==> src/rtl/alu_issue_if.sv <==
// Bundle between the alu_issue stage and its environment: instruction source,
// register file read/write ports and the alu execute unit.
interface alu_issue_if #(
  parameter int WIDTH = 32
);
  logic             instr_valid;
  logic             instr_ready;
  logic [31:0]      instr;
  logic [4:0]       rs1_addr;
  logic [4:0]       rs2_addr;
  logic [WIDTH-1:0] rs1_data;
  logic [WIDTH-1:0] rs2_data;
  logic             alu_en;
  logic [4:0]       alu_op;
  logic [WIDTH-1:0] alu_a;
  logic [WIDTH-1:0] alu_b;
  logic             alu_valid;
  logic [WIDTH-1:0] alu_result;
  logic             wb_en;
  logic [4:0]       wb_addr;
  logic [WIDTH-1:0] wb_data;
  logic             illegal;

  modport master (
    input  instr_valid, instr, rs1_data, rs2_data, alu_valid, alu_result,
    output instr_ready, rs1_addr, rs2_addr, alu_en, alu_op, alu_a, alu_b,
           wb_en, wb_addr, wb_data, illegal
  );

  modport slave (
    output instr_valid, instr, rs1_data, rs2_data, alu_valid, alu_result,
    input  instr_ready, rs1_addr, rs2_addr, alu_en, alu_op, alu_a, alu_b,
           wb_en, wb_addr, wb_data, illegal
  );
endinterface

==> src/rtl/alu_issue.sv <==
// alu_issue: one-instruction-in-flight decode / operand fetch / writeback stage
// in front of the alu execute unit. Define M_EXT_EN to decode mul/div/rem.
module alu_issue #(
  parameter int WIDTH = 32
) (
  input  logic        clk,
  input  logic        rst,
  alu_issue_if.master bus
);

  localparam logic [4:0] OP_ADD = 5'b00001;
  localparam logic [4:0] OP_SUB = 5'b00011;
  localparam logic [4:0] OP_SLL = 5'b01110;
  localparam logic [4:0] OP_SRL = 5'b01111;
  localparam logic [4:0] OP_SRA = 5'b10000;
  localparam logic [4:0] OP_XOR = 5'b01101;
  localparam logic [4:0] OP_OR  = 5'b01100;
  localparam logic [4:0] OP_AND = 5'b01010;
  localparam logic [4:0] OP_LUI = 5'b11000;
`ifdef M_EXT_EN
  localparam logic [4:0] OP_MUL = 5'b00100;
  localparam logic [4:0] OP_DIV = 5'b01000;
  localparam logic [4:0] OP_REM = 5'b01001;
`endif

  typedef enum logic [2:0] {
    IDLE  = 3'd0,
    READ  = 3'd1,
    ISSUE = 3'd2,
    WAIT  = 3'd3,
    WB    = 3'd4,
    ILL   = 3'd5
  } state_t;

  typedef struct packed {
    logic       legal;
    logic [4:0] op;
    logic       use_rs2;
    logic       is_lui;
  } dec_t;

  function automatic dec_t decode(input logic [31:0] ins);
    dec_t d;
    d = '0;
    case (ins[6:0])
      7'b0110011: begin
        d.use_rs2 = 1'b1;
        case (ins[31:25])
          7'b0000000: begin
            case (ins[14:12])
              3'b000:  {d.legal, d.op} = {1'b1, OP_ADD};
              3'b001:  {d.legal, d.op} = {1'b1, OP_SLL};
              3'b100:  {d.legal, d.op} = {1'b1, OP_XOR};
              3'b101:  {d.legal, d.op} = {1'b1, OP_SRL};
              3'b110:  {d.legal, d.op} = {1'b1, OP_OR};
              3'b111:  {d.legal, d.op} = {1'b1, OP_AND};
              default: {d.legal, d.op} = {1'b0, 5'b00000};
            endcase
          end
          7'b0100000: begin
            case (ins[14:12])
              3'b000:  {d.legal, d.op} = {1'b1, OP_SUB};
              3'b101:  {d.legal, d.op} = {1'b1, OP_SRA};
              default: {d.legal, d.op} = {1'b0, 5'b00000};
            endcase
          end
`ifdef M_EXT_EN
          7'b0000001: begin
            case (ins[14:12])
              3'b000:  {d.legal, d.op} = {1'b1, OP_MUL};
              3'b100:  {d.legal, d.op} = {1'b1, OP_DIV};
              3'b110:  {d.legal, d.op} = {1'b1, OP_REM};
              default: {d.legal, d.op} = {1'b0, 5'b00000};
            endcase
          end
`endif
          default: {d.legal, d.op} = {1'b0, 5'b00000};
        endcase
      end
      7'b0010011: begin
        case (ins[14:12])
          3'b000: {d.legal, d.op} = {1'b1, OP_ADD};
          3'b100: {d.legal, d.op} = {1'b1, OP_XOR};
          3'b110: {d.legal, d.op} = {1'b1, OP_OR};
          3'b111: {d.legal, d.op} = {1'b1, OP_AND};
          3'b001: begin
            if (ins[31:25] == 7'b0000000) begin
              {d.legal, d.op} = {1'b1, OP_SLL};
            end else begin
              {d.legal, d.op} = {1'b0, 5'b00000};
            end
          end
          3'b101: begin
            if (ins[31:25] == 7'b0000000) begin
              {d.legal, d.op} = {1'b1, OP_SRL};
            end else if (ins[31:25] == 7'b0100000) begin
              {d.legal, d.op} = {1'b1, OP_SRA};
            end else begin
              {d.legal, d.op} = {1'b0, 5'b00000};
            end
          end
          default: {d.legal, d.op} = {1'b0, 5'b00000};
        endcase
      end
      7'b0110111: begin
        d.legal  = 1'b1;
        d.op     = OP_LUI;
        d.is_lui = 1'b1;
      end
      default: d.legal = 1'b0;
    endcase
    return d;
  endfunction

  state_t           state_r;
  state_t           state_next;
  dec_t             dec_s;
  logic             accept_s;
  logic [WIDTH-1:0] imm_s;
  logic [4:0]       rs1_addr_s;
  logic [4:0]       rs2_addr_s;

  logic             instr_ready_r;
  logic [4:0]       rs1_addr_r;
  logic [4:0]       rs2_addr_r;
  logic [4:0]       rd_r;
  logic [4:0]       op_r;
  logic             use_rs2_r;
  logic             is_lui_r;
  logic [WIDTH-1:0] imm_r;
  logic             alu_en_r;
  logic [4:0]       alu_op_r;
  logic [WIDTH-1:0] alu_a_r;
  logic [WIDTH-1:0] alu_b_r;
  logic             wb_en_r;
  logic [4:0]       wb_addr_r;
  logic [WIDTH-1:0] wb_data_r;
  logic             illegal_r;

  assign dec_s    = decode(bus.instr);
  assign accept_s = (state_r == IDLE) && bus.instr_valid;

  // Immediate operand of the offered instruction (LUI upper immediate or sign-extended I-immediate)
  always_comb begin
    imm_s = '0;
    if (dec_s.is_lui) begin
      imm_s = WIDTH'({bus.instr[31:12], 12'h000});
    end else begin
      imm_s = WIDTH'($signed(bus.instr[31:20]));
    end
  end

  // Read addresses bypass the latch in the accept cycle so the synchronous
  // register file delivers operand data during READ.
  always_comb begin
    rs1_addr_s = rs1_addr_r;
    rs2_addr_s = rs2_addr_r;
    if (accept_s) begin
      rs1_addr_s = bus.instr[19:15];
      rs2_addr_s = bus.instr[24:20];
    end else begin
      rs1_addr_s = rs1_addr_r;
      rs2_addr_s = rs2_addr_r;
    end
  end

  // State register
  always_ff @(posedge clk) begin
    if (rst) begin
      state_r <= IDLE;
    end else begin
      state_r <= state_next;
    end
  end

  // Next-state logic
  always_comb begin
    state_next = state_r;
    case (state_r)
      IDLE: begin
        if (bus.instr_valid) begin
          state_next = dec_s.legal ? READ : ILL;
        end else begin
          state_next = IDLE;
        end
      end
      READ:  state_next = ISSUE;
      ISSUE: state_next = WAIT;
      WAIT: begin
        if (bus.alu_valid) begin
          state_next = WB;
        end else begin
          state_next = WAIT;
        end
      end
      WB:      state_next = IDLE;
      ILL:     state_next = IDLE;
      default: state_next = IDLE;
    endcase
  end

  // Registered outputs and per-instruction context, all timed off the next state
  always_ff @(posedge clk) begin
    if (rst) begin
      instr_ready_r <= 1'b1;
      rs1_addr_r    <= 5'd0;
      rs2_addr_r    <= 5'd0;
      rd_r          <= 5'd0;
      op_r          <= 5'd0;
      use_rs2_r     <= 1'b0;
      is_lui_r      <= 1'b0;
      imm_r         <= '0;
      alu_en_r      <= 1'b0;
      alu_op_r      <= 5'd0;
      alu_a_r       <= '0;
      alu_b_r       <= '0;
      wb_en_r       <= 1'b0;
      wb_addr_r     <= 5'd0;
      wb_data_r     <= '0;
      illegal_r     <= 1'b0;
    end else begin
      instr_ready_r <= (state_next == IDLE);
      alu_en_r      <= (state_next == ISSUE);
      illegal_r     <= (state_next == ILL);
      wb_en_r       <= (state_next == WB) && (rd_r != 5'd0);
      if (accept_s) begin
        rs1_addr_r <= bus.instr[19:15];
        rs2_addr_r <= bus.instr[24:20];
        rd_r       <= bus.instr[11:7];
        op_r       <= dec_s.op;
        use_rs2_r  <= dec_s.use_rs2;
        is_lui_r   <= dec_s.is_lui;
        imm_r      <= imm_s;
      end
      if (state_r == READ) begin
        alu_op_r <= op_r;
        alu_a_r  <= is_lui_r ? '0 : bus.rs1_data;
        alu_b_r  <= use_rs2_r ? bus.rs2_data : imm_r;
      end
      if ((state_r == WAIT) && bus.alu_valid) begin
        wb_data_r <= bus.alu_result;
        wb_addr_r <= rd_r;
      end
    end
  end

  assign bus.instr_ready = instr_ready_r;
  assign bus.rs1_addr    = rs1_addr_s;
  assign bus.rs2_addr    = rs2_addr_s;
  assign bus.alu_en      = alu_en_r;
  assign bus.alu_op      = alu_op_r;
  assign bus.alu_a       = alu_a_r;
  assign bus.alu_b       = alu_b_r;
  assign bus.wb_en       = wb_en_r;
  assign bus.wb_addr     = wb_addr_r;
  assign bus.wb_data     = wb_data_r;
  assign bus.illegal     = illegal_r;

endmodule
==> src/flat_wrapper.sv <==
// flat-port wrapper written by rule: the top's interface ports become plain ports
module alu_issue_flat 
#(
  parameter int WIDTH = 32
)
  (clk, rst, bus_instr_valid, bus_instr, bus_rs1_data, bus_rs2_data, bus_alu_valid, bus_alu_result, bus_instr_ready, bus_rs1_addr, bus_rs2_addr, bus_alu_en, bus_alu_op, bus_alu_a, bus_alu_b, bus_wb_en, bus_wb_addr, bus_wb_data, bus_illegal);
  alu_issue_if #(.WIDTH(WIDTH)) bus_i ();
  input  logic clk;
  input  logic rst;
  input wire logic [$bits(bus_i.instr_valid)-1:0] bus_instr_valid;
  input wire logic [$bits(bus_i.instr)-1:0] bus_instr;
  input wire logic [$bits(bus_i.rs1_data)-1:0] bus_rs1_data;
  input wire logic [$bits(bus_i.rs2_data)-1:0] bus_rs2_data;
  input wire logic [$bits(bus_i.alu_valid)-1:0] bus_alu_valid;
  input wire logic [$bits(bus_i.alu_result)-1:0] bus_alu_result;
  output wire logic [$bits(bus_i.instr_ready)-1:0] bus_instr_ready;
  output wire logic [$bits(bus_i.rs1_addr)-1:0] bus_rs1_addr;
  output wire logic [$bits(bus_i.rs2_addr)-1:0] bus_rs2_addr;
  output wire logic [$bits(bus_i.alu_en)-1:0] bus_alu_en;
  output wire logic [$bits(bus_i.alu_op)-1:0] bus_alu_op;
  output wire logic [$bits(bus_i.alu_a)-1:0] bus_alu_a;
  output wire logic [$bits(bus_i.alu_b)-1:0] bus_alu_b;
  output wire logic [$bits(bus_i.wb_en)-1:0] bus_wb_en;
  output wire logic [$bits(bus_i.wb_addr)-1:0] bus_wb_addr;
  output wire logic [$bits(bus_i.wb_data)-1:0] bus_wb_data;
  output wire logic [$bits(bus_i.illegal)-1:0] bus_illegal;
  assign bus_i.instr_valid = bus_instr_valid;
  assign bus_i.instr = bus_instr;
  assign bus_i.rs1_data = bus_rs1_data;
  assign bus_i.rs2_data = bus_rs2_data;
  assign bus_i.alu_valid = bus_alu_valid;
  assign bus_i.alu_result = bus_alu_result;
  assign bus_instr_ready = bus_i.instr_ready;
  assign bus_rs1_addr = bus_i.rs1_addr;
  assign bus_rs2_addr = bus_i.rs2_addr;
  assign bus_alu_en = bus_i.alu_en;
  assign bus_alu_op = bus_i.alu_op;
  assign bus_alu_a = bus_i.alu_a;
  assign bus_alu_b = bus_i.alu_b;
  assign bus_wb_en = bus_i.wb_en;
  assign bus_wb_addr = bus_i.wb_addr;
  assign bus_wb_data = bus_i.wb_data;
  assign bus_illegal = bus_i.illegal;
  alu_issue #(.WIDTH(WIDTH)) u_core (.clk(clk), .rst(rst), .bus(bus_i));
endmodule
==> config.mk <==
export PLATFORM = sky130hd
export DESIGN_NAME = alu_issue_flat
export DESIGN_NICKNAME = d
export VERILOG_FILES = /design/src/rtl/alu_issue_if.sv /design/src/rtl/alu_issue.sv /design/src/flat_wrapper.sv
export SDC_FILE = /design/constraint.sdc
export NUM_CORES = 1
export LEC_CHECK = 0
export BUFFER_PORTS_ARGS = -buffer_cell sky130_fd_sc_hd__buf_4
export CAP_MARGIN = 20
export CORE_UTILIZATION = 49
export DETAILED_ROUTE_END_ITERATION = 12
export PLACE_DENSITY_LB_ADDON = 0.08
export REMOVE_ABC_BUFFERS = 1
export SLEW_MARGIN = 15
export SYNTH_ARGS = -nofsm -noshare
export SYNTH_HDL_FRONTEND = slang
export SYNTH_SLANG_ARGS = --single-unit
==> constraint.sdc <==
create_clock -name clk -period 2.24 [get_ports clk]
set_clock_uncertainty 0.1 [all_clocks]
set_input_delay 0.112 -clock clk [delete_from_list [all_inputs] [get_ports clk]]
set_output_delay 0.112 -clock clk [all_outputs]
set_load 0.01 [all_outputs]
==> summary.md, run 1 <==
| Metric | Value |
|---|---|
| Layout area overhead | 58.53% |
| Post-synth cell types | 45 |
| H-Tree Depth | 4 |
| Final nets | 1269 |
| CTS sink cnt | 167 |
| Vias in the first global route | 6633 |
| RePlAce Congestion | 0.8636 |
| Min-Delay Path Class | input pin to register |
| Leak | 4.327 nW |
| Logic pwr share | 0.179 |
| First-pass GRT wire length | 32430 um |
| Final Non-Filler Cells | approximately 1300 |
| Ant. Diodes | 0 |
| Tot GR Track Use | 0.2885 |
| Crit-path max FO | 40 |
| Setup violators final | 0 |
| CTS tree | yes |
| Fin Hold WS | 0.02253 ns |
| Sequential element share of the synthesized area | 0.5014 |
| Setup CP Type | register to primary output |
| Largest net degree at the start of global routing | 54 |
| Row count | 42 |
| Detail Route Antenna Nets | 0 |
| Yosys synthesis warning count | 0 |
| Cell Area, Placed | 8683 um^2 |
| Drt drc | 0 |
| Clock Tree Buf Depth | 2 |
| Mean post-synth cell area | 8.387 um^2 |
| Setup TNS after final layout | 0 ns |
| Fmax | between 400 and 500 MHz |
| IO Port Bufs | 251 |
| Startpoint Class | register |
| Switching share of power | 0.2476 |
| Clk_lat worst skew | 0.42 ns |
| Endpoint type of the worst setup path | primary output |
| Post-synth EDFFs | 0 |
| Via Count | around 6800 |
| Vias/cell | 5.168 |
| Synthesized area | about 6700 um^2 |
| Outcome | completed |
| Fin. max-slew vios | 0 |
| Pwr Total | 7.893 mW |
| Layout cells sized above 1 | 0.2681 |
| Cell Pwr Density | 746.7 nW/um^2 |
| Pre-antenna DRT Iters | 5 |
| Flops & latches, synth | 167 |
| Worst slew margin | 0.4666 |
| Sequential cell fraction of total power | 0.420 |
| Detail Placement HPWL | 11590 um |
| Internal Power | 5.938 mW |
| Clock power share | 0.401 |
| Post-layout util | 0.7982 |
| Die area | approximately 14000 um^2 |
| Final worst path period need | 2.118 ns |
| Net load switching power | between 1.5 and 2 mW |
| Least-Margin Pin Slew | 0.8000 ns |
| Grt total ovfl | 0 |
| Final instance area | 10570 um^2 |
| Cells after synthesis | 795 |
| Core area | 13240 um^2 |
| Initial antenna violation count | 0 |
| Starting Density | 0.5035 |
| Final Cycle Share | 0.9455 |
| CP arrival | about 1.9 ns |
| Ys async rst share | 0 |
| Final hold violations | 0 |
| RSZ-0062 raised after global routing | no |
| Num CTS Buffers | 17 |
| Die Width | 118.7 um |
| Synth Flop Type | dfxtp_1 |
| PnR worst setup slack | 0.1221 ns |
| Root Buffer | clkbuf_16 |
| Cell total after placement | about 1200 |
| Post-Route WL | 20230 um |
| Drt wl/cell | 15.27 um |
| Iter 0 DRT Violations | 566 |
| Max capacitance violation total | 0 |
| Clock slew at reported path FFs | 0.06 ns |
| Post-Place Worst Slack | 0.3958 ns |
| I/O pin count | 252 |
| Die outline height | 118.7 um |
| VDD IR max | 0.5078 mV |
| Req. time, crit path | a little over 2 ns |
power groups by stage:
stage | Sequential [mW] | Combinational, mW | Clock, mW
floorplan | 3.41 | 0.544 | 0
global placement | 3.37 | 1.19 | 0
detailed placement | 3.38 | 1.20 | 0
CTS | 3.31 | 1.39 | 3.19
global route | 3.34 | 1.54 | 3.33
finish | 3.32 | 1.41 | 3.16
synthesized netlist by cell type, types with 2 or more instances:
library cell,instances,area [um^2]
nor3b_1,2,15.01
dfxtp_1,167,3343
and3_1,2,12.51
nor4b_1,2,17.52
inv_1,4,15.01
nor2_1,72,270.3
nand3b_4,2,40.04
buf_2,21,105.1
o21ai_0,5,25.02
and4b_1,3,30.03
a31oi_1,2,12.51
and2_1,2,12.51
nor2b_1,3,18.77
a211oi_1,54,405.4
buf_1,6,22.52
a21oi_1,107,535.5
nor3_1,25,125.1
clkbuf_1,39,146.4
nand3b_1,32,240.2
mux2i_1,32,320.3
nand2_1,177,664.4
nand3_1,10,50.05
nor4_2,2,25.02
nand2b_1,3,18.77
path summary, 6_finish.rpt:
kind / from / endpoint / slack (ns) / cells after the start
max: u_core.state_r[2] / bus_rs2_addr[2] / 0.12 / 5
min reg2reg: u_core.op_r[4] / u_core.bus.alu_op[4] / 0.35 / 2
min: rst / u_core.bus.wb_data[4] / 0.02 / 2
max reg2reg: u_core.state_r[0] / u_core.bus.alu_a[12] / 0.31 / 3
worst max-delay path, cell delays in order (launching register included):
cell and delay (ns):
dfxtp_1 0.56, nand3b_4 0.34, buf_12 0.25, nand2_1 0.11
nand2_1 0.09, buf_4 0.12
final cells by class:
class | instances | area, um^2
tap | 176 | 220.2
sequential | 167 | 3344
clock inverter | 9 | 172.7
fill | 908 | 2673
clock buffer | 22 | 464.2
multi-input combinational | 556 | 3045
timing repair buffer | 391 | 3308
inverter | 4 | 15.01
cells in the final DEF, fill, tap and decap left out, types with 2 or more instances in the layout:
cell,Yosys,layout
a211oi_1,54,54
a21oi_1,107,107
a31oi_1,2,2
and2_1,2,2
and3_1,2,2
and4b_1,3,3
buf_12,0,5
buf_4,1,262
bufinv_16,0,5
clkbuf_1,39,3
clkbuf_16,0,17
clkbuf_8,0,2
clkinv_2,0,3
dfxtp_1,167,166
dlygate4sd3_1,0,124
inv_1,4,4
mux2i_1,32,32
nand2_1,177,177
nand2b_1,3,3
nand3_1,10,10
nand3b_1,32,32
nand3b_4,2,2
nor2_1,72,72
nor2b_1,3,2
nor3_1,25,25
nor4_2,2,2
o21ai_0,5,5
sequential cells by signal, summed over array words and instances, names as in the netlist:
register	count
u_core.rd_r	5
u_core.imm_r	32
u_core.state_r	3
u_core.bus.wb_data	32
u_core.bus.alu_en	1
u_core.op_r	5
u_core.bus.alu_a	32
u_core.is_lui_r	1
u_core.bus.wb_addr	5
u_core.bus.alu_b	32
u_core.bus.wb_en	1
u_core.rs2_addr_r	5
u_core.use_rs2_r	1
u_core.bus.alu_op	5
u_core.bus.illegal	1
u_core.bus.instr_ready	1
u_core.rs1_addr_r	5
layer usage:
metal / GRT usage / routed length [um] / up-vias
met4: 0.1203 / 442 / 0
met5: 0 / 0 / -
met3: 0.06467 / 1079 / 37
li1: - / - / 3414
met2: 0.4934 / 10090 / 229
met1: 0.3477 / 8619 / 3168
what timing repair did:
action,CTS,global route
gates resized for setup,0,1
buffers inserted,0,0
hold buffers,124,0
endpoints found under the hold margin,148,0
setup endpoints to repair,0,5
cell families after synthesis:
logic type,share of synthesized area
buffers and inverters,0.04616
DFF,0.5014
AOI/OAI and AO/OA,0.1621
and+or+nand+nor,0.2423
muxes,0.04804
Power figures use the tool's default switching activity.
==> inputs of run 2 (changes only) <==
--- a/config.mk
+++ b/config.mk
@@ -10,8 +10,9 @@
 export CORE_UTILIZATION = 49
 export DETAILED_ROUTE_END_ITERATION = 12
 export PLACE_DENSITY_LB_ADDON = 0.08
+export RECOVER_POWER = 100
 export REMOVE_ABC_BUFFERS = 1
-export SLEW_MARGIN = 15
+export SLEW_MARGIN = 5
 export SYNTH_ARGS = -nofsm -noshare
 export SYNTH_HDL_FRONTEND = slang
 export SYNTH_SLANG_ARGS = --single-unit
==> summary.md, run 2 (synthesis results as in run 1) <==
| Metric | Value |
|---|---|
| Die Width | 118.7 um |
| Req. time, crit path | 2.03 ns |
| Ant. Diodes | 0 |
| Largest net degree at the start of global routing | 54 |
| CP bufs+invs | 2 |
| Setup violators final | 0 |
| Critical Path, Cell by Cell | nand3b_4 -> buf_12 -> nand2_1 -> nand2_1 -> clkbuf_1 |
| Clk_lat worst skew | 0.42 ns |
| Clock Tree Buf Depth | 2 |
| Cell Pwr Density | 770.2 nW/um^2 |
| Initial antenna violation count | 0 |
| Tot GR Track Use | 0.2885 |
| Min-Delay Path Class | input pin to register |
| Iter 0 DRT Violations | about 570 |
| Grt total ovfl | 0 |
| Final nets | 1269 |
| IO Port Bufs | ~250 |
| Post-layout util | 0.7625 |
| Die area | approximately 14000 um^2 |
| Pre-antenna DRT Iters | 5 |
| Row count | 42 |
| Core area | 13240 um^2 |
| Post-Route WL | ~20000 um |
| Setup CP Type | register to primary output |
| Via Count | approximately 6900 |
| Drt wl/cell | 15.35 um |
| Worst R2R End | u_core.bus.alu_a[25] |
| Setup TNS after final layout | 0 ns |
| RSZ-0062 raised after global routing | no |
| Fin. max-slew vios | 0 |
| Max capacitance violation total | 0 |
| CTS sink cnt | 167 |
| Outcome | completed |
| Fmax | around 470 MHz |
| Final Cycle Share | 0.9435 |
| Reg2Reg Depth | 4 |
| Starting Density | 0.5035 |
| Startpoint Class | register |
| VDD IR max | 0.5125 mV |
| Most frequent cells in the layout | 177 x nand2_1, 166 x dfxtp_1, 143 x buf_4 |
| Least-Margin Pin Slew | 0.8039 ns |
| H-Tree Depth | 4 |
| Hold endpoint | u_core.bus.wb_data[4] |
| Hold-critical path depth | 2 |
| First-pass GRT wire length | 32430 um |
| Vias in the first global route | 6633 |
| Delay-heaviest family, CP | flip-flops |
| Worst r2r src | u_core.state_r[0] |
| RePlAce Congestion | approximately 0.86 |
| I/O pin count | 252 |
| R2R Setup Slk | 0.15 ns |
| Drt drc | 0 |
| Leak | 3.825 nW |
| Die outline height | 118.7 um |
| Vias/cell | 5.180 |
| Clock slew at reported path FFs | 0.06 ns |
| Commonest non-fill, non-tap cell in the layout | nand2_1 |
| Final hold violations | 0 |
| Worst stage delay on the critical path | about 0.55 ns |
| Fill cells | 1035 |
| Final worst path period need | 2.113 ns |
| Layout cells sized above 1 | 0.1654 |
| Layout area overhead | 51.44% |
| Crit-path max FO | 40 |
| Worst slew margin | 0.4641 |
| Root Buffer | clkbuf_16 |
| Detail Placement HPWL | around 12000 um |
| Endpoint type of the worst setup path | primary output |
| CTS tree | yes |
| CP arrival | 1.90 ns |
| Slowest library cell on the worst path | dfxtp_1 |
| Num CTS Buffers | 17 |
| Detail Route Antenna Nets | 0 |
| Most frequent CP cell | nand2_1 |
| Hold_sp | rst |
-- run 2: cell types whose count changed in the layout (fill, tap and decap cells not counted), sizes merged --
cell	change
clkbuf	+120
buf	-120
-- run 2: stage by stage --
step	setup WS [ns]	hold WS, ns	cell area [um^2]	power [mW]	instances
after floorplan	-4.315	0.08107	6375	3.955	727
after global placement	0.4425	0.2584	8683	4.560	1170
after detailed placement	0.3958	0.2667	8683	4.575	1170
after CTS	0.08267	0.02054	10560	7.891	1325
after global routing	0.01553	0.02783	10100	8.097	1325
final	0.1266	0.02420	10100	7.777	1325
-- run 2: worst max path at each step --
stage,from,end,slack [ns],depth (start not counted)
after global placement,u_core.state_r[0],u_core.bus.alu_op[1],0.44,3
after global routing,u_core.state_r[2],bus_rs1_addr[2],0.02,5
after detailed placement,u_core.state_r[1],u_core.bus.wb_en,0.40,5
final,u_core.state_r[2],bus_rs1_addr[0],0.13,5
after CTS,u_core.state_r[1],bus_rs2_addr[2],0.08,5
after floorplan,u_core.state_r[0],u_core.bus.alu_b[0],-4.31,2
-- run 2: what timing repair did --
action,in CTS,in global routing
gates resized for setup,0,1
hold buffers,124,0
endpoints found under the hold margin,148,0
setup endpoints to repair,0,5
buffers inserted,0,0
-- run 2: layout make-up --
cell class | instances | area, um^2 | share of cell area
flip-flops and latches | 167 | 3344 | 0.3312
multi-input cells | 556 | 3028 | 0.2999
repair buffers | 391 | 2853 | 0.2825
clock buffers | 22 | 464.2 | 0.04597
well taps | 176 | 220.2 | 0.02181
clock inverters | 9 | 172.7 | 0.01710
inverters | 4 | 15.01 | 0.001487
-- run 2: layer usage --
layer  up-vias  global-route usage  wire length, um
met5         -                   0                0
met4         0              0.1203              532
met3        45             0.06467             1143
met2       243              0.4934            10090
met1      3154              0.3477             8576
li1       3422                   -                -
-- run 2: where the power goes --
group          leakage (nW)  total [mW]  internal, mW  switching (mW)
clock network         0.310        3.16          2.03            1.14
registers              1.36        3.31          3.19           0.125
logic                  2.15        1.30         0.613           0.686
